===== src/rtl/axil_led_pkg.sv =====
// Shared register offsets, response codes and channel state for the AXI-Lite LED/PWM block.
package axil_led_pkg;

  localparam int ADDR_DATA      = 'h00;
  localparam int ADDR_MODE      = 'h04;
  localparam int ADDR_PRESCALE  = 'h08;
  localparam int ADDR_STATUS    = 'h0C;
  localparam int ADDR_DUTY_BASE = 'h10;

  localparam logic [1:0] RESP_OKAY   = 2'b00;
  localparam logic [1:0] RESP_SLVERR = 2'b10;

  // CH_OFF holds every READY low for the first cycle out of reset.
  typedef enum logic [1:0] {
    CH_OFF,
    CH_IDLE,
    CH_RESP
  } ch_state_e;

  function automatic logic [31:0] strb_merge(input logic [31:0] old_v,
                                             input logic [31:0] new_v,
                                             input logic [3:0]  strb);
    logic [31:0] res;
    res = old_v;
    for (int b = 0; b < 4; b++) begin
      if (strb[b]) res[8*b +: 8] = new_v[8*b +: 8];
    end
    return res;
  endfunction

endpackage


===== src/rtl/led_pwm_core.sv =====
// Shared prescaler and PWM counter with one registered compare/select per LED.
module led_pwm_core
  import axil_led_pkg::*;
#(
  parameter int NUM_LEDS      = 4,
  parameter int PWM_BITS      = 8,
  parameter int PRESCALE_BITS = 16
) (
  input  logic                         clk_i,
  input  logic                         srst_i,
  input  logic                         restart_i,
  input  logic [NUM_LEDS-1:0]          data_i,
  input  logic [NUM_LEDS-1:0]          mode_i,
  input  logic [NUM_LEDS*PWM_BITS-1:0] duty_i,
  input  logic [PRESCALE_BITS-1:0]     prescale_i,
  output logic [NUM_LEDS-1:0]          led_o,
  output logic [PWM_BITS-1:0]          pwm_cnt_o,
  output logic                         wrap_o
);

  logic [PRESCALE_BITS-1:0] pre_cnt_q;
  logic [PWM_BITS-1:0]      pwm_cnt_q;
  logic [NUM_LEDS-1:0]      led_q;
  logic [NUM_LEDS-1:0]      led_d;
  logic                     tick;

  // >= rather than == keeps the prescaler bounded even if the limit ever drops below the count.
  assign tick   = pre_cnt_q >= prescale_i;
  assign wrap_o = tick && (pwm_cnt_q == '1) && !restart_i;

  for (genvar gi = 0; gi < NUM_LEDS; gi++) begin : g_led
    assign led_d[gi] = mode_i[gi] ? (pwm_cnt_q < duty_i[gi*PWM_BITS +: PWM_BITS]) : data_i[gi];
  end

  always_ff @(posedge clk_i) begin
    if (srst_i) begin
      pre_cnt_q <= '0;
      pwm_cnt_q <= '0;
      led_q     <= '0;
    end else begin
      led_q <= led_d;
      if (restart_i) begin
        pre_cnt_q <= '0;
        pwm_cnt_q <= '0;
      end else if (tick) begin
        pre_cnt_q <= '0;
        pwm_cnt_q <= pwm_cnt_q + 1'b1;
      end else begin
        pre_cnt_q <= pre_cnt_q + 1'b1;
      end
    end
  end

  assign led_o     = led_q;
  assign pwm_cnt_o = pwm_cnt_q;

endmodule


===== src/rtl/axil_led_pwm_gpio.sv =====
// AXI4-Lite slave driving NUM_LEDS static/PWM LEDs. Define AXIL_LED_PWM_IRQ_EN to enable
// the period-wrap interrupt (STATUS bit 31, write-1-clear) on irq_o.
module axil_led_pwm_gpio
  import axil_led_pkg::*;
#(
  parameter int NUM_LEDS      = 4,
  parameter int PWM_BITS      = 8,
  parameter int PRESCALE_BITS = 16,
  parameter int ADDR_W        = 8
) (
  input  logic                ACLK,
  input  logic                ARESET,
  input  logic [ADDR_W-1:0]   S_AXI_AWADDR,
  input  logic                S_AXI_AWVALID,
  output logic                S_AXI_AWREADY,
  input  logic [31:0]         S_AXI_WDATA,
  input  logic [3:0]          S_AXI_WSTRB,
  input  logic                S_AXI_WVALID,
  output logic                S_AXI_WREADY,
  output logic [1:0]          S_AXI_BRESP,
  output logic                S_AXI_BVALID,
  input  logic                S_AXI_BREADY,
  input  logic [ADDR_W-1:0]   S_AXI_ARADDR,
  input  logic                S_AXI_ARVALID,
  output logic                S_AXI_ARREADY,
  output logic [31:0]         S_AXI_RDATA,
  output logic [1:0]          S_AXI_RRESP,
  output logic                S_AXI_RVALID,
  input  logic                S_AXI_RREADY,
  output logic [NUM_LEDS-1:0] led_o,
  output logic                irq_o
);

  localparam int NUM_REGS = ADDR_DUTY_BASE / 4 + NUM_LEDS;

  ch_state_e                wr_state_q, rd_state_q;
  logic                     aw_full_q, w_full_q;
  logic [ADDR_W-1:0]        aw_addr_q;
  logic [31:0]              w_data_q;
  logic [3:0]               w_strb_q;
  logic [1:0]               bresp_q, rresp_q;
  logic [31:0]              rdata_q;
  logic [NUM_LEDS-1:0]      data_q, mode_q;
  logic [PRESCALE_BITS-1:0] prescale_q;
  logic [PWM_BITS-1:0]      duty_q [NUM_LEDS];

  logic [NUM_LEDS*PWM_BITS-1:0] duty_flat;
  logic [PWM_BITS-1:0]          pwm_cnt;
  logic                         pwm_wrap;
  logic                         irq_pend;
  logic [31:0]                  regs_view [NUM_REGS];

  logic [31:0] wr_idx, wr_old, wr_data_d, rd_idx, rd_val;
  logic        wr_hit, wr_err, wr_commit, wr_en, rd_hit, prescale_wr;

  assign regs_view[ADDR_DATA/4]     = 32'(data_q);
  assign regs_view[ADDR_MODE/4]     = 32'(mode_q);
  assign regs_view[ADDR_PRESCALE/4] = 32'(prescale_q);
  assign regs_view[ADDR_STATUS/4]   = {irq_pend, 31'(pwm_cnt)};

  for (genvar gi = 0; gi < NUM_LEDS; gi++) begin : g_duty
    assign regs_view[ADDR_DUTY_BASE/4 + gi]  = 32'(duty_q[gi]);
    assign duty_flat[gi*PWM_BITS +: PWM_BITS] = duty_q[gi];
  end

  always_comb begin
    wr_idx = 32'(aw_addr_q) >> 2;
    wr_old = '0;
    wr_hit = 1'b0;
    for (int i = 0; i < NUM_REGS; i++) begin
      if (wr_idx == 32'(i)) begin
        wr_old = regs_view[i];
        wr_hit = 1'b1;
      end
    end
    wr_data_d = strb_merge(wr_old, w_data_q, w_strb_q);
`ifdef AXIL_LED_PWM_IRQ_EN
    wr_err = !wr_hit;
`else
    wr_err = !wr_hit || (wr_idx == 32'(ADDR_STATUS / 4));
`endif
    wr_commit   = aw_full_q && w_full_q;
    wr_en       = wr_commit && !wr_err;
    prescale_wr = wr_en && (wr_idx == 32'(ADDR_PRESCALE / 4));
  end

  always_comb begin
    rd_idx = 32'(S_AXI_ARADDR) >> 2;
    rd_val = '0;
    rd_hit = 1'b0;
    for (int i = 0; i < NUM_REGS; i++) begin
      if (rd_idx == 32'(i)) begin
        rd_val = regs_view[i];
        rd_hit = 1'b1;
      end
    end
  end

  // Holding registers fill independently; the register file commits once both are full.
  always_ff @(posedge ACLK) begin
    if (ARESET) begin
      wr_state_q <= CH_OFF;
      rd_state_q <= CH_OFF;
      aw_full_q  <= 1'b0;
      w_full_q   <= 1'b0;
      aw_addr_q  <= '0;
      w_data_q   <= '0;
      w_strb_q   <= '0;
      bresp_q    <= RESP_OKAY;
      rresp_q    <= RESP_OKAY;
      rdata_q    <= '0;
      data_q     <= '0;
      mode_q     <= '0;
      prescale_q <= '0;
      for (int i = 0; i < NUM_LEDS; i++) duty_q[i] <= '0;
    end else begin
      case (wr_state_q)
        CH_IDLE: begin
          if (S_AXI_AWVALID && S_AXI_AWREADY) begin
            aw_full_q <= 1'b1;
            aw_addr_q <= S_AXI_AWADDR;
          end
          if (S_AXI_WVALID && S_AXI_WREADY) begin
            w_full_q <= 1'b1;
            w_data_q <= S_AXI_WDATA;
            w_strb_q <= S_AXI_WSTRB;
          end
          if (wr_commit) begin
            aw_full_q  <= 1'b0;
            w_full_q   <= 1'b0;
            bresp_q    <= wr_err ? RESP_SLVERR : RESP_OKAY;
            wr_state_q <= CH_RESP;
          end
        end
        CH_RESP: if (S_AXI_BREADY) wr_state_q <= CH_IDLE;
        default: wr_state_q <= CH_IDLE;
      endcase

      if (wr_en) begin
        if (wr_idx == 32'(ADDR_DATA / 4))     data_q     <= wr_data_d[NUM_LEDS-1:0];
        if (wr_idx == 32'(ADDR_MODE / 4))     mode_q     <= wr_data_d[NUM_LEDS-1:0];
        if (wr_idx == 32'(ADDR_PRESCALE / 4)) prescale_q <= wr_data_d[PRESCALE_BITS-1:0];
        for (int i = 0; i < NUM_LEDS; i++) begin
          if (wr_idx == 32'(ADDR_DUTY_BASE / 4 + i)) duty_q[i] <= wr_data_d[PWM_BITS-1:0];
        end
      end

      case (rd_state_q)
        CH_IDLE: begin
          if (S_AXI_ARVALID) begin
            rdata_q    <= rd_val;
            rresp_q    <= rd_hit ? RESP_OKAY : RESP_SLVERR;
            rd_state_q <= CH_RESP;
          end
        end
        CH_RESP: if (S_AXI_RREADY) rd_state_q <= CH_IDLE;
        default: rd_state_q <= CH_IDLE;
      endcase
    end
  end

`ifdef AXIL_LED_PWM_IRQ_EN
  logic irq_pend_q;
  logic status_clr;

  assign status_clr = wr_en && (wr_idx == 32'(ADDR_STATUS / 4)) && wr_data_d[31];

  // Write-1-clear deliberately beats a wrap landing in the same cycle.
  always_ff @(posedge ACLK) begin
    if (ARESET)          irq_pend_q <= 1'b0;
    else if (status_clr) irq_pend_q <= 1'b0;
    else if (pwm_wrap)   irq_pend_q <= 1'b1;
  end

  assign irq_pend = irq_pend_q;
`else
  logic unused_wrap;
  assign unused_wrap = pwm_wrap;
  assign irq_pend    = 1'b0;
`endif

  led_pwm_core #(
    .NUM_LEDS     (NUM_LEDS),
    .PWM_BITS     (PWM_BITS),
    .PRESCALE_BITS(PRESCALE_BITS)
  ) u_core (
    .clk_i     (ACLK),
    .srst_i    (ARESET),
    .restart_i (prescale_wr),
    .data_i    (data_q),
    .mode_i    (mode_q),
    .duty_i    (duty_flat),
    .prescale_i(prescale_q),
    .led_o     (led_o),
    .pwm_cnt_o (pwm_cnt),
    .wrap_o    (pwm_wrap)
  );

  assign S_AXI_AWREADY = (wr_state_q == CH_IDLE) && !aw_full_q;
  assign S_AXI_WREADY  = (wr_state_q == CH_IDLE) && !w_full_q;
  assign S_AXI_BVALID  = (wr_state_q == CH_RESP);
  assign S_AXI_BRESP   = bresp_q;
  assign S_AXI_ARREADY = (rd_state_q == CH_IDLE);
  assign S_AXI_RVALID  = (rd_state_q == CH_RESP);
  assign S_AXI_RDATA   = rdata_q;
  assign S_AXI_RRESP   = rresp_q;
  assign irq_o         = irq_pend;

endmodule


===== config.mk =====
export PLATFORM = sky130hd
export DESIGN_NAME = axil_led_pwm_gpio
export DESIGN_NICKNAME = d
export VERILOG_FILES = /design/src/rtl/axil_led_pkg.sv /design/src/rtl/led_pwm_core.sv /design/src/rtl/axil_led_pwm_gpio.sv
export SDC_FILE = /design/constraint.sdc
export NUM_CORES = 1
export LEC_CHECK = 0
export ABC_AREA = 1
export CAP_MARGIN = 20
export CORE_UTILIZATION = 55
export CTS_CLUSTER_SIZE = 25
export DETAILED_ROUTE_END_ITERATION = 16
export GPL_ROUTABILITY_DRIVEN = 0
export PLACE_DENSITY_LB_ADDON = 0.12
export REMOVE_ABC_BUFFERS = 1
export SLEW_MARGIN = 20
export SYNTH_ARGS = -nofsm -noshare
export SYNTH_HDL_FRONTEND = slang
export SYNTH_SLANG_ARGS = --single-unit

===== constraint.sdc =====
create_clock -name ACLK -period 2.3 [get_ports ACLK]
set_clock_uncertainty 0.05 [all_clocks]
set_input_delay 0.46 -clock ACLK [delete_from_list [all_inputs] [get_ports ACLK]]
set_output_delay 0.46 -clock ACLK [all_outputs]
set_load 0.05 [all_outputs]

======== Word-level counts from Yosys, hierarchy flattened ========
Memory sizes are Yosys's and may differ from the RTL's.
Index checks and enable logic that the tools add are counted.
storage, ports and cells
  flip-flop bits (word level) ............. 120
  RAM bits ................................ 32
  bits of input ports ..................... 59
  logic and storage cells ................. 154
  memories kept ........................... 1
memories
  name    depth  bits a word  read ports  clocked after memory_dff  wr ports  line                     text
  duty_q  4      8            4           0                         4         axil_led_pwm_gpio.sv:45  logic [PWM_BITS-1:0] duty_q [NUM_LEDS];
cells by class
  add/subtract/negate cells ............... 2
  order comparisons ....................... 5
  equal/unequal tests ..................... 23
  multiplexer cells ....................... 72
  bitwise operators ....................... 4
  reductions and logical operators ........ 30
operators with widths
  cell                                                                    number
  32-bit two-way mux                                                      7
  16-bit two-way mux                                                      6
  32-bit logical NOT                                                      2
  6-bit by 3-bit equality test with 1-bit output (second input constant)  8
  8-bit two-way mux                                                       6
  1-bit two-way mux                                                       42
  8-bit < comparator                                                      4
  6-bit by 2-bit equality test with 1-bit output (second input constant)  4
  2-bit AND reduction                                                     11
  16-bit by 1-bit adder with 16-bit output (second input constant)        1
  16-bit greater-or-equal comparator                                      1
  6-bit by 1-bit equality test with 1-bit output (second input constant)  2
  2-bit two-way mux                                                       6
  4-bit two-way mux                                                       3
  8-bit by 1-bit adder with 8-bit output (second input constant)          1
  2-bit case mux with 2 select lines                                      2
  1-bit logical AND                                                       7
  7-bit by 3-bit != test with 1-bit output (second input constant)        1
  2-bit by 1-bit equality test with 1-bit output (second input constant)  2
  2-bit equality test (second input constant)                             2
  1-bit logical NOT                                                       4
  2-bit by 1-bit != test with 1-bit output (second input constant)        2
  2-bit != test (second input constant)                                   2
  1-bit bitwise OR                                                        4
  5 further kinds                                                         6

======== Logic depth before layout (Yosys ltp) ========
  depth after elaboration ................. 17
  depth in mapped cells ................... 11
  depth with buffers taken out ............ 11

======== Cells and area by module ========
A second synthesis with hierarchy kept.
unflattened totals
  cell total of the unflattened synthesis .. 1016
  area, all modules ....................... 7712.4 sq um
by module, submodules not included
  module             times used  cells each  area an instance (sq um)
  axil_led_pwm_gpio  1           672         5166.2
  led_pwm_core       1           344         2546.2

======== Worst setup path before layout ========
OpenSTA, ideal clock, no wires.
  path type ............................... register -> register
  start ................................... register rd_state_q[0]
  end ..................................... register rresp_q[1], in the netlist S_AXI_RRESP[1]
  library setup time ...................... 0.115 ns
  data arrival time ....................... 1.977 ns
  setup slack ............................. 0.158 ns
  cell stages (with the launch flop) ...... 8
  clock period less this slack ............ 2.142 ns
  cell sequence ........................... dfxtp_1 inv_1 nor2_1 nand2_1 inv_1 buf_2 a31oi_1 o21a_1
on the way
  longest elaborated chain between the ends .. 2
RTL lines
  item                                            line                      text
  start: declaration                              axil_led_pwm_gpio.sv:36   ch_state_e wr_state_q, rd_state_q;
  start signal: assignment                        axil_led_pwm_gpio.sv:103  rd_state_q <= CH_OFF;
  start signal: assignment                        axil_led_pwm_gpio.sv:153  rd_state_q <= CH_RESP;
  start signal: assignment                        axil_led_pwm_gpio.sv:156  CH_RESP: if (S_AXI_RREADY) rd_state_q <= CH_IDLE;
  2-bit by 1-bit equality test with 1-bit output  -
  net S_AXI_ARREADY                               axil_led_pwm_gpio.sv:25   output logic S_AXI_ARREADY,
  2-bit AND reduction (no source line)            -
  end signal: assignment                          axil_led_pwm_gpio.sv:152  rresp_q <= rd_hit ? RESP_OKAY : RESP_SLVERR;
  end: declaration                                axil_led_pwm_gpio.sv:41   logic [1:0] bresp_q, rresp_q;
The timed path passes the listed nets, and every way through them passes these cells.
A chain may end at the register's enable or synchronous reset.

======== Worst setup path in the final report ========
  start ................................... register wr_state_q[1]
  end ..................................... output S_AXI_BVALID
on the way
  longest elaborated chain between the ends .. 1
RTL lines
  item                      line                      text
  start: declaration        axil_led_pwm_gpio.sv:36
  start signal: assignment  axil_led_pwm_gpio.sv:102  wr_state_q <= CH_OFF;
  start signal: assignment  axil_led_pwm_gpio.sv:132  wr_state_q <= CH_RESP;
  start signal: assignment  axil_led_pwm_gpio.sv:135  CH_RESP: if (S_AXI_BREADY) wr_state_q <= CH_IDLE;
  2-bit equality test       axil_led_pwm_gpio.sv:201  assign S_AXI_BVALID = (wr_state_q == CH_RESP);
  end: declaration          axil_led_pwm_gpio.sv:21   output logic S_AXI_BVALID,
No other way between the ends.

==> run metrics <==
final worst path period share 0.974; Mapped Area 0.00742 mm²; Total Wirelength 19,100 µm; Peak VDD IR 0.550 mV; share of cells above drive strength 1 0.0955; gr busiest metal met2; total grt overflow 0; final worst slack 0.0596 ns; drt pass-1 iters 6; Finished Layout Cells 1,265; vias 6,826; IO Port Bufs 63; CP max stage delay 0.82 ns; Slew HR 0.654; Place WS 0.0489 ns; Slew Limit Fails 0; final core occ 0.673; Critical Path AT 1.73 ns; Inst Count DP 1,233; Crit path max-delay family buffers and inverters; clk_lat worst skew 0.43 ns; Fmax 0.446 GHz; Clock Tree Buf Depth 2; clock transition at the registers of the reported paths 0.06 ns; vias in the first global route 6,055; # Max-Cap Violations 0; Seq/Total Area, Yosys 0.399; setup violators final 0; Netlist cell types 38; DRC 0; WP buf/inv 2; Setup Crit Path Kind reg -> out; Worst R2R End u_core.pwm_cnt_o[5]; final worst path period need 2.24 ns; M3 GR Usage 0.0521; RSZ-0062 raised after global routing no; WL per Instance 15.1 µm; Comb pwr share 0.104; Starting Density 0.563; Final HPWL DP 14,600 µm; R2R Setup Slk 0.18 ns; Critical Path Sink S_AXI_BVALID; ys flop type dfxtp_1; fill count 1,158; Mapped Cells 989; min-delay worst type reg -> reg; sequential share of power 0.439; Final nets 1,181; total power 5.73 mW; CP Launch Point wr_state_q[1]; Critical Path RT 1.79 ns; Critical Path Sink Type output pin; Switching Share 0.263; Post-synth ARST share 0; flop and latch count out of synthesis 132; core footprint 0.0132 mm²; CTS H-tree depth 4; outcome completed; CTS tree yes; hold_ws 0.414 ns; setup TNS 0 ns; Die Ht 118 µm; placed cell area 0.00829 mm²; type of origin of the critical path flip-flop; Hold-fix buffers, CTS 0; Global Route Usage Sum 0.286; FF-to-FF path depth 11; RR Startpoint prescale_q[15]; stages on the worst setup path 3; Hold Violations, Final 0; Slowest-stage cell, CP clkdlybuf4s50_1; Area Growth Syn to Fin 19.5%; PD cells 645 mW/mm²; worst hold path depth 2; CP max FO 2; Placement Rows 42; Final Cell Area 0.00887 mm²; Inserted Diodes 0; cts bufs inserted 17; Clock Power Share 0.457; initial antenna violation count 0; cells along the critical path inv_1 -> nor2_1 -> clkdlybuf4s50_1; cell-internal power 4.22 mW; initial DRC count 459; clock sinks 132; global routing usage on met1 0.394; vias per std cell 5.40; Clock Tree Root clkbuf_16; largest net degree at the start of global routing 32; Worst Tran Pin Value 0.518 ns; DRT antenna net count 0; number of synthesis warnings 0; global-route wire length before repair 31,100 µm; die area 0.0140 mm²; Post-synth EDFFs 32; Sw Pwr 1.51 mW; Die X 118 µm; Leak 3.72 nW; I/O pin count 105; GRT met2 Usage 0.429; Syn Area/Cell 7.50 µm²
==> flip-flops by register name, summed over array words and instances (netlist names) <==
| signal | flops |
|---|---|
| duty_q | 32 |
| S_AXI_RDATA | 16 |
| prescale_q | 16 |
| u_core.pre_cnt_q | 16 |
| w_data_q | 16 |
| u_core.pwm_cnt_o | 8 |
| aw_addr_q | 6 |
| data_q | 4 |
| mode_q | 4 |
| u_core.led_o | 4 |
| rd_state_q | 2 |
| w_strb_q | 2 |
| wr_state_q | 2 |
| S_AXI_BRESP | 1 |
| S_AXI_RRESP | 1 |
| aw_full_q | 1 |
| w_full_q | 1 |
==> placed cells by master (no fill, tap or decap), types with 2 or more instances in the layout <==
cell type / Yosys / routed
nand2_1: 181 / 181
a21oi_1: 133 / 133
inv_1: 129 / 129
nor2_1: 110 / 110
dfxtp_1: 100 / 100
clkdlybuf4s50_1: 0 / 59
o21ai_0: 49 / 49
ha_1: 46 / 46
nand4_1: 43 / 43
nand3_1: 38 / 38
edfxtp_1: 32 / 32
buf_4: 21 / 29
conb_1: 1 / 19
clkbuf_16: 0 / 19
nor3_1: 11 / 11
xor2_1: 11 / 11
inv_2: 8 / 8
nand3_2: 8 / 8
nand2_2: 7 / 7
o21a_1: 7 / 7
nor2_2: 6 / 6
nor2_4: 5 / 5
o22ai_1: 4 / 4
clkinv_2: 0 / 4
a31oi_1: 3 / 3
nor3_2: 3 / 3
xnor2_1: 3 / 3
o211ai_1: 2 / 2
clkbuf_8: 0 / 2
clkinvlp_4: 0 / 2
inv_6: 0 / 2
dlymetal6s2s_1: 0 / 2
==> per-layer routing <==
layer	wire length [µm]	share of wire
met5	0	0
met4	643	0.034
met3	1440	0.075
met1	8830	0.46
met2	8220	0.43
==> worst min-delay path, delay by kind of cell, from the launching register on <==
kind               cells  cell delay (ns)
and+or+nand+nor        1             0.06
AOI/OAI and AO/OA      1             0.05
DFF                    1             0.31
==> kinds of logic after synthesis <==
family | synth area share
compound gates | 0.140
xor+xnor | 0.0165
fa+ha+maj | 0.0775
buf+inv | 0.103
flops | 0.399
other cells | 0.000505
simple gates | 0.263
==> layout make-up <==
cell class                      count  area, µm²  area share
Multi-Input combinational cell    698       3760       0.424
Sequential cell                   132       2960       0.334
Timing Repair Buffer               90        833      0.0939
Inverter                          137        514      0.0580
Clock buffer                       22        510      0.0575
Tap cell                          176        220      0.0248
Clock inverter                     10       67.6     0.00762
==> power groups by stage <==
stage	combinational (mW)	sequential, mW	clock [mW]
detailed placement	0.588	2.56	0
finish	0.594	2.52	2.62
global placement	0.579	2.56	0
floorplan	0.354	2.58	0
global route	0.655	2.52	2.75
CTS	0.592	2.51	2.63
==> timing repair <==
| action | 4_1_cts | 5_1_grt |
|---|---|---|
| resized for setup | 0 | 2 |
| setup buffers | 0 | 0 |
| endpoints found under the setup margin | 0 | 2 |
==> cell usage after synthesis, types with 2 or more instances <==
cell type  instances  area [µm²]
a21oi_1          133         666
a31oi_1            3        18.8
buf_2              4        20.0
buf_4             21         158
buf_6              2        22.5
clkbuf_1          12        45.0
dfxtp_1          100        2000
edfxtp_1          32         961
ha_1              46         576
inv_1            129         484
inv_2              8        30.0
nand2_1          181         679
nand2_2            7        43.8
nand3_1           38         190
nand3_2            8        80.1
nand4_1           43         269
nor2_1           110         413
nor2_2             6        37.5
nor2_4             5        56.3
nor3_1            11        55.1
nor3_2             3        30.0
o211ai_1           2        15.0
o21a_1             7        52.6
o21ai_0           49         245
o22ai_1            4        25.0
xnor2_1            3        26.3
xor2_1            11        96.3
==> worst min path at each step <==
stage / startpoint / endpoint / slack (ns)
after detailed placement: w_data_q[10] / prescale_q[10] / 0.40
after floorplan: w_data_q[10] / prescale_q[10] / 0.39
after global placement: S_AXI_RRESP[1] / S_AXI_RRESP[1] / 0.40
after global routing: w_data_q[14] / prescale_q[14] / 0.44
final: w_data_q[14] / prescale_q[14] / 0.41
after CTS: w_data_q[10] / prescale_q[10] / 0.41
Power figures use the tool's default switching activity.
